## src/rtl/tl_pkg.sv

```systemverilog
// Shared definitions for the traffic-light slice: detector state encoding,
// detector defaults and controller timing constants.
package tl_pkg;

    typedef enum logic [1:0] {
        IDLE     = 2'd0,
        QUAL_ON  = 2'd1,
        PRESENT  = 2'd2,
        QUAL_OFF = 2'd3
    } tl_vd_state_e;

    localparam int TL_DEB_CYCLES   = 16;
    localparam int TL_HOLD_CYCLES  = 64;
    localparam int TL_CNT_W        = 8;
    localparam int TL_STUCK_CYCLES = 4096;

    // Controller timing, kept here so detector and controller agree.
    localparam int TL_HWY_GREEN_MIN  = 1024;
    localparam int TL_FARM_GREEN_MAX = 512;
    localparam int TL_YELLOW_CYCLES  = 128;

    // Counter width able to hold values 0..max_val.
    function automatic int tl_cnt_width(input int max_val);
        return (max_val < 1) ? 1 : $clog2(max_val + 1);
    endfunction

endpackage

```

## src/rtl/tl_sync2.sv

```systemverilog
// Generic two-flop synchroniser for asynchronous inputs, per-bit, with
// asynchronous active-low reset.
module tl_sync2 #(
    parameter int W = 1
) (
    input  logic         clk,
    input  logic         rst,
    input  logic [W-1:0] d,
    output logic [W-1:0] q
);

    logic [W-1:0] meta_reg;
    logic [W-1:0] sync_reg;

    genvar gi;
    generate
        for (gi = 0; gi < W; gi++) begin : g_bit
            always_ff @(posedge clk or negedge rst) begin
                if (!rst) begin
                    meta_reg[gi] <= 1'b0;
                    sync_reg[gi] <= 1'b0;
                end else begin
                    meta_reg[gi] <= d[gi];
                    sync_reg[gi] <= meta_reg[gi];
                end
            end
        end
    endgenerate

    assign q = sync_reg;

endmodule

```

## src/rtl/tl_vehicle_detect.sv

```systemverilog
// Farm-road loop conditioner: synchronise, debounce, minimum hold, arrival count.
// Optional stuck-loop fault detection is built when TL_VD_STUCK_DETECT_EN is defined.
module tl_vehicle_detect
    import tl_pkg::*;
#(
    parameter int DEB_CYCLES  = TL_DEB_CYCLES,
    parameter int HOLD_CYCLES = TL_HOLD_CYCLES,
`ifdef TL_VD_STUCK_DETECT_EN
    parameter int STUCK_CYCLES = TL_STUCK_CYCLES,
`endif
    parameter int CNT_W       = TL_CNT_W
) (
    input  logic             clk,
    input  logic             rst,
    input  logic             loop_raw,
    input  logic             clr_cnt,
    output logic             car_present,
    output logic             arrive_pulse,
    output logic [CNT_W-1:0] car_cnt,
    output logic             stuck_flt
);

    localparam int DEB_W  = tl_cnt_width(DEB_CYCLES);
    localparam int HOLD_W = tl_cnt_width(HOLD_CYCLES);

    localparam logic [DEB_W-1:0]  DEB_MAX  = DEB_W'(DEB_CYCLES);
    localparam logic [DEB_W-1:0]  DEB_LAST = DEB_W'(DEB_CYCLES - 1);
    localparam logic [HOLD_W-1:0] HOLD_MAX = HOLD_W'(HOLD_CYCLES);

    logic sy;

    tl_sync2 #(.W(1)) u_sync (
        .clk (clk),
        .rst (rst),
        .d   (loop_raw),
        .q   (sy)
    );

    tl_vd_state_e      state_reg, state_next;
    logic [DEB_W-1:0]  deb_cnt_reg, deb_cnt_next;
    logic [HOLD_W-1:0] hold_cnt_reg, hold_cnt_next, hold_inc;
    logic [CNT_W-1:0]  car_cnt_reg, car_cnt_next;
    logic              car_present_reg, car_present_next;
    logic              arrive_pulse_reg;
    logic              arrive;
    logic              stuck_flt_next;

    assign hold_inc = (hold_cnt_reg == HOLD_MAX) ? HOLD_MAX : hold_cnt_reg + HOLD_W'(1);

    always_comb begin
        state_next    = state_reg;
        deb_cnt_next  = deb_cnt_reg;
        hold_cnt_next = hold_cnt_reg;
        arrive        = 1'b0;
        case (state_reg)
            IDLE: begin
                deb_cnt_next = '0;
                if (sy) begin
                    state_next   = QUAL_ON;
                    deb_cnt_next = DEB_W'(1);
                end
            end
            QUAL_ON: begin
                if (!sy) begin
                    state_next   = IDLE;
                    deb_cnt_next = '0;
                end else if (deb_cnt_reg == DEB_LAST) begin
                    state_next    = PRESENT;
                    deb_cnt_next  = '0;
                    hold_cnt_next = '0;
                    arrive        = 1'b1;
                end else begin
                    deb_cnt_next = deb_cnt_reg + DEB_W'(1);
                end
            end
            PRESENT: begin
                hold_cnt_next = hold_inc;
                if (!sy) begin
                    state_next   = QUAL_OFF;
                    deb_cnt_next = DEB_W'(1);
                end
            end
            QUAL_OFF: begin
                hold_cnt_next = hold_inc;
                if (sy) begin
                    // Dropout recovered: same vehicle, hold keeps running.
                    state_next   = PRESENT;
                    deb_cnt_next = '0;
                end else begin
                    deb_cnt_next = (deb_cnt_reg == DEB_MAX) ? DEB_MAX : deb_cnt_reg + DEB_W'(1);
                    if (deb_cnt_next == DEB_MAX && hold_cnt_next == HOLD_MAX) begin
                        state_next = IDLE;
                    end
                end
            end
            default: begin
                state_next   = IDLE;
                deb_cnt_next = '0;
            end
        endcase
    end

    always_comb begin
        car_cnt_next = car_cnt_reg;
        if (arrive) begin
            if (clr_cnt) begin
                car_cnt_next = CNT_W'(1);
            end else if (car_cnt_reg != {CNT_W{1'b1}}) begin
                car_cnt_next = car_cnt_reg + CNT_W'(1);
            end
        end else if (clr_cnt) begin
            car_cnt_next = '0;
        end
    end

`ifdef TL_VD_STUCK_DETECT_EN
    localparam int STK_W = tl_cnt_width(STUCK_CYCLES);
    localparam logic [STK_W-1:0] STK_MAX = STK_W'(STUCK_CYCLES);

    logic [STK_W-1:0] stuck_cnt_reg, stuck_cnt_next;
    logic             stuck_flt_reg;

    always_comb begin
        stuck_cnt_next = '0;
        if (state_reg == PRESENT || state_reg == QUAL_OFF) begin
            stuck_cnt_next = (stuck_cnt_reg == STK_MAX) ? STK_MAX : stuck_cnt_reg + STK_W'(1);
        end
        stuck_flt_next = stuck_flt_reg | (stuck_cnt_next == STK_MAX);
        if (state_next == IDLE) begin
            stuck_flt_next = 1'b0;
        end
    end

    always_ff @(posedge clk or negedge rst) begin
        if (!rst) begin
            stuck_cnt_reg <= '0;
            stuck_flt_reg <= 1'b0;
        end else begin
            stuck_cnt_reg <= stuck_cnt_next;
            stuck_flt_reg <= stuck_flt_next;
        end
    end

    assign stuck_flt = stuck_flt_reg;
`else
    assign stuck_flt_next = 1'b0;
    assign stuck_flt      = 1'b0;
`endif

    // A raised fault keeps the farm road served regardless of the FSM.
    assign car_present_next = (state_next == PRESENT) || (state_next == QUAL_OFF) || stuck_flt_next;

    always_ff @(posedge clk or negedge rst) begin
        if (!rst) begin
            state_reg        <= IDLE;
            deb_cnt_reg      <= '0;
            hold_cnt_reg     <= '0;
            car_cnt_reg      <= '0;
            car_present_reg  <= 1'b0;
            arrive_pulse_reg <= 1'b0;
        end else begin
            state_reg        <= state_next;
            deb_cnt_reg      <= deb_cnt_next;
            hold_cnt_reg     <= hold_cnt_next;
            car_cnt_reg      <= car_cnt_next;
            car_present_reg  <= car_present_next;
            arrive_pulse_reg <= arrive;
        end
    end

    assign car_present  = car_present_reg;
    assign arrive_pulse = arrive_pulse_reg;
    assign car_cnt      = car_cnt_reg;

endmodule

```

## config.mk

```make
export PLATFORM = sky130hd
export DESIGN_NAME = tl_vehicle_detect
export DESIGN_NICKNAME = d
export VERILOG_FILES = /design/src/rtl/tl_pkg.sv /design/src/rtl/tl_sync2.sv /design/src/rtl/tl_vehicle_detect.sv
export SDC_FILE = /design/constraint.sdc
export NUM_CORES = 1
export LEC_CHECK = 0
export CORE_ASPECT_RATIO = 0.7
export CORE_MARGIN = 2
export CORE_UTILIZATION = 60
export CTS_BUF_LIST = sky130_fd_sc_hd__clkbuf_16
export DETAILED_ROUTE_END_ITERATION = 10
export PLACE_DENSITY = 0.83
export SLEW_MARGIN = 20
export SYNTH_ARGS = -nofsm -noshare
export SYNTH_HDL_FRONTEND = slang
export SYNTH_SLANG_ARGS = --single-unit
```

## constraint.sdc

```tcl
create_clock -name clk -period 5.29 [get_ports clk]
set_input_delay 1.058 -clock clk [delete_from_list [all_inputs] [get_ports clk]]
set_output_delay 1.058 -clock clk [all_outputs]
set_load 0.02 [all_outputs]
```

==> results.cfg, run 1 <==
[setup_path]
crit_required_ns = 4.23
startpoint_type = flip-flop
critPathBufInv = 1
crit_slowest_cell = clkdlybuf4s50_1
cp_max_fo = 14
path_delay_family = buffers and inverters
cpPeakStageDelay_ns = 0.69
crit_path_end_kind = primary output
path_cells = clkdlybuf4s50_1
critPathArrivalTime_ns = 1.54
crit_type = flip-flop to primary output

[place]
hpwl_mm = 2.35
placedCellCount = 193
place_congestion = 0.836
io_buffers = 13

[clocking]
root_buffer = clkbuf_16
cts.clk_slew.worst_paths_ns = 0.06
worstSkewPairLatency_ns = 0.26
htreeDepth = 1
tritoncts = yes
cts_hold_buf = 0
cts_setup_buffers = 0
cts_resized = 0
cts_buffers = 3
cts.sinks = 25
clockBufferDepth = 2

[synth]
yosysWarnings = 0
syn_inst = 152
synth_nets = 163
synthArstFlopShare_pct = 100
synth_edf_count = 0
avgSynthCellArea_um2 = 9.80
synth_seq_area_share_pct = 42.0
ys_ff_latch = 25
netlist_area_um2 = 1490
ys.flop_type = dfrtp_1
synth_cell_types = 49

[timing]
fmax_ghz = 0.385
period_share_pct = 49.0
slew_headroom_pct = 54.2
setup_violations = 0
slew_viol_final = 0
final_hold_viol_count = 0
fin_skew_ns = 0.00234
period_minus_slack_ns = 2.59
rsz0062_at_grt = no
fin_setup_tns_ns = 0
tightest_slew_ns = 0.684

[floorplanning]
initial_core_util_pct = 62.0
io_pins = 15
die_w_um = 63.5
fp.dieH_um = 45.7
rows = 15
die_area_um2 = 2900
core_area_um2 = 2400

[routing]
drt_wl_total_mm = 3.19
drc = 0
vias = 1239
wire_per_inst_um = 16.2
via_per_inst = 6.29
dr.first_iter.drc_count = 96
dr.pass1.iters = 4
drt.antenna.violating_nets = 0

[cells_and_area]
layoutNonFillerInstCount = 197
layout.nets = 175
fill_cells = 189
largest_register_ffs = 8
final_cell_mix = dfrtp_1 (25), clkdlybuf4s50_1 (12), inv_1 (10), o21ai_0 (10), nand2_1 (10)
final_common_cell = dfrtp_1
area_growth_pct = 14.5
diodes = 0
drive_gt1_share_pct = 6.75

[global_route]
first_global_vias = 1082
grtUsageTotal_pct = 23.6
antenna_found_initial = 0
grt_max_degree = 26
grt-ovfl-total = 0
grt_pass1_wl_mm = 5.09

[run_status]
status = finished, final reports clean

[power_and_ir_drop]
ir_worst_vdd_v = 0.000229
leakage_nw = 0.726
p_per_area_nw_per_um2 = 222
p_total_w = 0.000379

[run]
drv_cap = 0

[worst_hold_path]
hp-class = flip-flop to flip-flop
power breakdown:
part	internal, W	switching, W	total (W)	leakage (nW)
clock network	0.000103	0.0000653	0.000168	0.0371
logic	0.00000487	0.00000897	0.0000138	0.348
registers	0.000193	0.00000385	0.000197	0.340
area by class of cell:
cell class	count	area (um^2)	area share [%]
sequential	25	626	36.7
inverter	10	37.5	2.20
timing repair buffer	13	125	7.34
multi-input combinational	111	791	46.4
clock inverter	1	7.51	0.441
tap	34	42.5	2.50
clock buffer	3	75.1	4.41
cells by family (layout without fill, tap and decap cells):
kind of cell	after synthesis	after routing	synth area share [%]
and+or+nand+nor	48	48	19.6
AOI/OAI and AO/OA	45	45	21.2
DFF	25	25	42.0
buffers and inverters	16	27	4.87
adders and majority gates	7	7	5.88
xor gates and xnor gates	6	6	3.53
muxes	4	4	2.69
other	1	1	0.252
cell usage after synthesis, types with 2 or more instances:
cell / instances / area share (%)
dfrtp_1: 25 / 42
inv_1: 10 / 2.5
nand2_1: 10 / 2.5
o21ai_0: 10 / 3.4
a21oi_1: 9 / 3.0
nand3_1: 9 / 3.0
ha_1: 7 / 5.9
nor2_1: 7 / 1.8
a31oi_1: 5 / 2.1
mux2i_1: 4 / 2.7
xor2_1: 4 / 2.4
nand2b_1: 3 / 1.3
nor3_1: 3 / 1.0
a21o_1: 2 / 1.0
a22o_1: 2 / 1.2
a32o_1: 2 / 1.3
and2_1: 2 / 0.84
and4_1: 2 / 1.2
buf_1: 2 / 0.50
nor2b_1: 2 / 0.84
nor3b_2: 2 / 1.7
o2111ai_1: 2 / 1.2
xnor2_1: 2 / 1.2
path summary, 6_finish.rpt:
kind | startpoint | cells after the start | slack [ns] | to
worst max-delay path | car_present | 1 | 2.70 | car_present
max in group asynchronous | rst | 1 | 4.15 | car_cnt[0]
worst min register to register | u_sync.meta_reg | 0 | 0.35 | u_sync.q
min in group asynchronous | rst | 1 | 0.78 | hold_cnt_reg[0]
worst max register to register | deb_cnt_reg[0] | 8 | 3.02 | car_cnt[4]
worst min-delay path | u_sync.meta_reg | 0 | 0.35 | u_sync.q
through the flow:
stage               hold slack (ns)  setup slack [ns]  utilization [%]  area (um^2)
floorplan                     0.331              3.45                -         1490
global placement              0.334              2.90             67.7         1630
detailed placement            0.342              2.92             67.7         1630
CTS                           0.357              2.71             71.1         1710
global route                  0.358              2.68             70.9         1700
finish                        0.353              2.70             70.9         1700
layer usage:
layer	vias to the layer above	GRT usage [%]	part of all wire, %
met5	-	0	0
met4	0	7.83	1.8
met3	8	6.44	6.4
met2	57	37.9	48
met1	591	31.7	44
li1	583	-	-
No activity file was read; power rests on OpenSTA's default activity.
==> inputs of run 2 (changes only) <==
--- a/config.mk
+++ b/config.mk
@@ -7,10 +7,10 @@
 export LEC_CHECK = 0
 export CORE_ASPECT_RATIO = 0.7
 export CORE_MARGIN = 2
-export CORE_UTILIZATION = 60
+export CORE_UTILIZATION = 50
 export CTS_BUF_LIST = sky130_fd_sc_hd__clkbuf_16
 export DETAILED_ROUTE_END_ITERATION = 10
-export PLACE_DENSITY = 0.83
+export PLACE_DENSITY = 0.74
 export SLEW_MARGIN = 20
 export SYNTH_ARGS = -nofsm -noshare
 export SYNTH_HDL_FRONTEND = slang
==> constraint.sdc (replaced) <==
create_clock -name clk -period 2.2 [get_ports clk]
set_input_delay 0.44 -clock clk [delete_from_list [all_inputs] [get_ports clk]]
set_output_delay 0.44 -clock clk [all_outputs]
set_load 0.02 [all_outputs]
==> run 2 against run 1 <==
Critical path depth rose by 7. Largest power group unchanged. Die area grew 18%. Combinational power grew to 2.6 times the previous value. First-iteration DRC count decreased by 35%. Sequential share of layout area decreased by 0.62 points. Clock power increased by 150%. Count of clock-buffer cells in the layout stayed put. Worst hold slack better by 0.0069 ns. Largest cell class unchanged.
==> results.cfg, run 2 (synthesis gave the netlist of run 1 again) <==
[routing]
drt.antenna.violating_nets = 0
drt_wl_total_mm = 3.13
vias = 1215
dr.pass1.iters = 4
via_per_inst = 6.04
drc = 0
wire_per_inst_um = 15.6
dr.first_iter.drc_count = 62

[cells_and_area]
area_growth_pct = 16.6
drive_gt1_share_pct = 9.70
layoutNonFillerInstCount = 201
largest_register_ffs = 8
final_common_cell = dfrtp_1
final_cell_mix = dfrtp_1 (24), clkdlybuf4s50_1 (13), inv_1 (10), o21ai_0 (10), nand2_1 (10)
diodes = 0
layout.nets = 177

[floorplanning]
rows = 16
die_area_um2 = 3440
initial_core_util_pct = 52.7
core_area_um2 = 2820
fp.dieH_um = 49.7
die_w_um = 69.2
io_pins = 15

[power_and_ir_drop]
p_per_area_nw_per_um2 = 531
p_total_w = 0.000922
ir_worst_vdd_v = 0.000464
leakage_nw = 0.731

[place]
pre_cts_ws_ns = 0.0754
io_buffers = 13
placedCellCount = 197
hpwl_mm = 2.23
place_congestion = 0.828

[global_route]
first_global_vias = 1147
grt_pass1_wl_mm = 5.42
grt-ovfl-total = 0
grtUsageTotal_pct = 20.0
grt_max_degree = 26
antenna_found_initial = 0

[timing]
period_minus_slack_ns = 2.05
slew_headroom_pct = 66.2
fin_ws_ns = 0.148
period_share_pct = 93.3
final_hold_viol_count = 0
fmax_ghz = 0.487
fin_setup_tns_ns = 0
tightest_slew_ns = 0.503
slew_viol_final = 0
fin_skew_ns = 0.00320
setup_violations = 0
rsz0062_at_grt = no

[clocking]
cts.sinks = 25
clockBufferDepth = 2
worstSkewPairLatency_ns = 0.26
tritoncts = yes
cts_buffers = 3
cts_setup_buffers = 0
cts.clk_slew.worst_paths_ns = 0.07
htreeDepth = 1
root_buffer = clkbuf_16

[setup_path]
startpoint_type = flip-flop
cp_max_fo = 6
crit_type = flip-flop to flip-flop
critPathArrivalTime_ns = 2.24
crit_path_end_kind = flip-flop
crit_required_ns = 2.38

[run_status]
status = finished, final reports clean

[worst_hold_path]
hp-class = flip-flop to flip-flop

[run]
drv_cap = 0
-- run 2: changes by cell type in the layout (fill, tap and decap cells not counted) --
cell / delta
buf_4: +2
nor3_1: -1
clkdlybuf4s50_1: +1
and4b_1: -1
nor3_2: +1
ha_2: +1
and4b_2: +1
ha_1: -1
dfrtp_1: -1
buf_2: -1
dfrtp_2: +1
-- run 2: worst paths after layout --
| path | depth (start not counted) | startpoint | slack [ns] | to |
|---|---|---|---|---|
| max | 8 | deb_cnt_reg[0] | 0.15 | car_cnt[4] |
| min | 0 | u_sync.meta_reg | 0.36 | u_sync.q |
| max reg2reg | 8 | deb_cnt_reg[0] | 0.15 | car_cnt[4] |
| min reg2reg | 0 | u_sync.meta_reg | 0.36 | u_sync.q |
| max in group asynchronous | 2 | rst | 1.39 | deb_cnt_reg[0] |
| min in group asynchronous | 2 | rst | 0.54 | hold_cnt_reg[5] |
-- run 2: timing repair --
action	in CTS	in global routing
hold buffers	0	0
endpoints found under the setup margin	0	7
resized for setup	0	4
-- run 2: cell type report --
| class | instances | area [um^2] |
|---|---|---|
| Fill cell | 225 | 1090 |
| Multi-Input combinational cell | 111 | 800 |
| Sequential cell | 25 | 627 |
| Timing Repair Buffer | 15 | 145 |
| Clock buffer | 3 | 75.1 |
| Tap cell | 36 | 45.0 |
| Inverter | 10 | 37.5 |
| Clock inverter | 1 | 7.51 |
-- run 2: metal layers --
layer  vias up  GRT usage [%]  routed length (um)
met5         -              0                   0
met4         0           4.58                  23
met3         4           4.50                 145
met2        32           32.2                1440
met1       592           27.9                1520
li1        587              -                   -
-- run 2: critical path, stage by stage, from the launching register on --
cell and delay (ns):
dfrtp_2 0.41, ha_2 0.23, nand3_1 0.11, inv_1 0.07, ha_1 0.22, and4b_2 0.34
o211ai_4 0.10, or3_1 0.34, a21oi_1 0.15
-- run 2: power by group --
part / internal [W] / switching, W
logic: 0.0000138 / 0.0000218
registers: 0.000465 / 0.00000930
clock network: 0.000247 / 0.000165
total: 0.000725 / 0.000196
-- run 2: metrics by stage --
step	util [%]	hold WS, ns	area [um^2]
2_1_floorplan	-	0.144	1490
3_3_place_gp	58.2	0.336	1640
3_5_place_dp	58.2	0.346	1640
6_report	61.5	0.360	1740
5_1_grt	61.5	0.366	1740
4_1_cts	61.2	0.362	1730
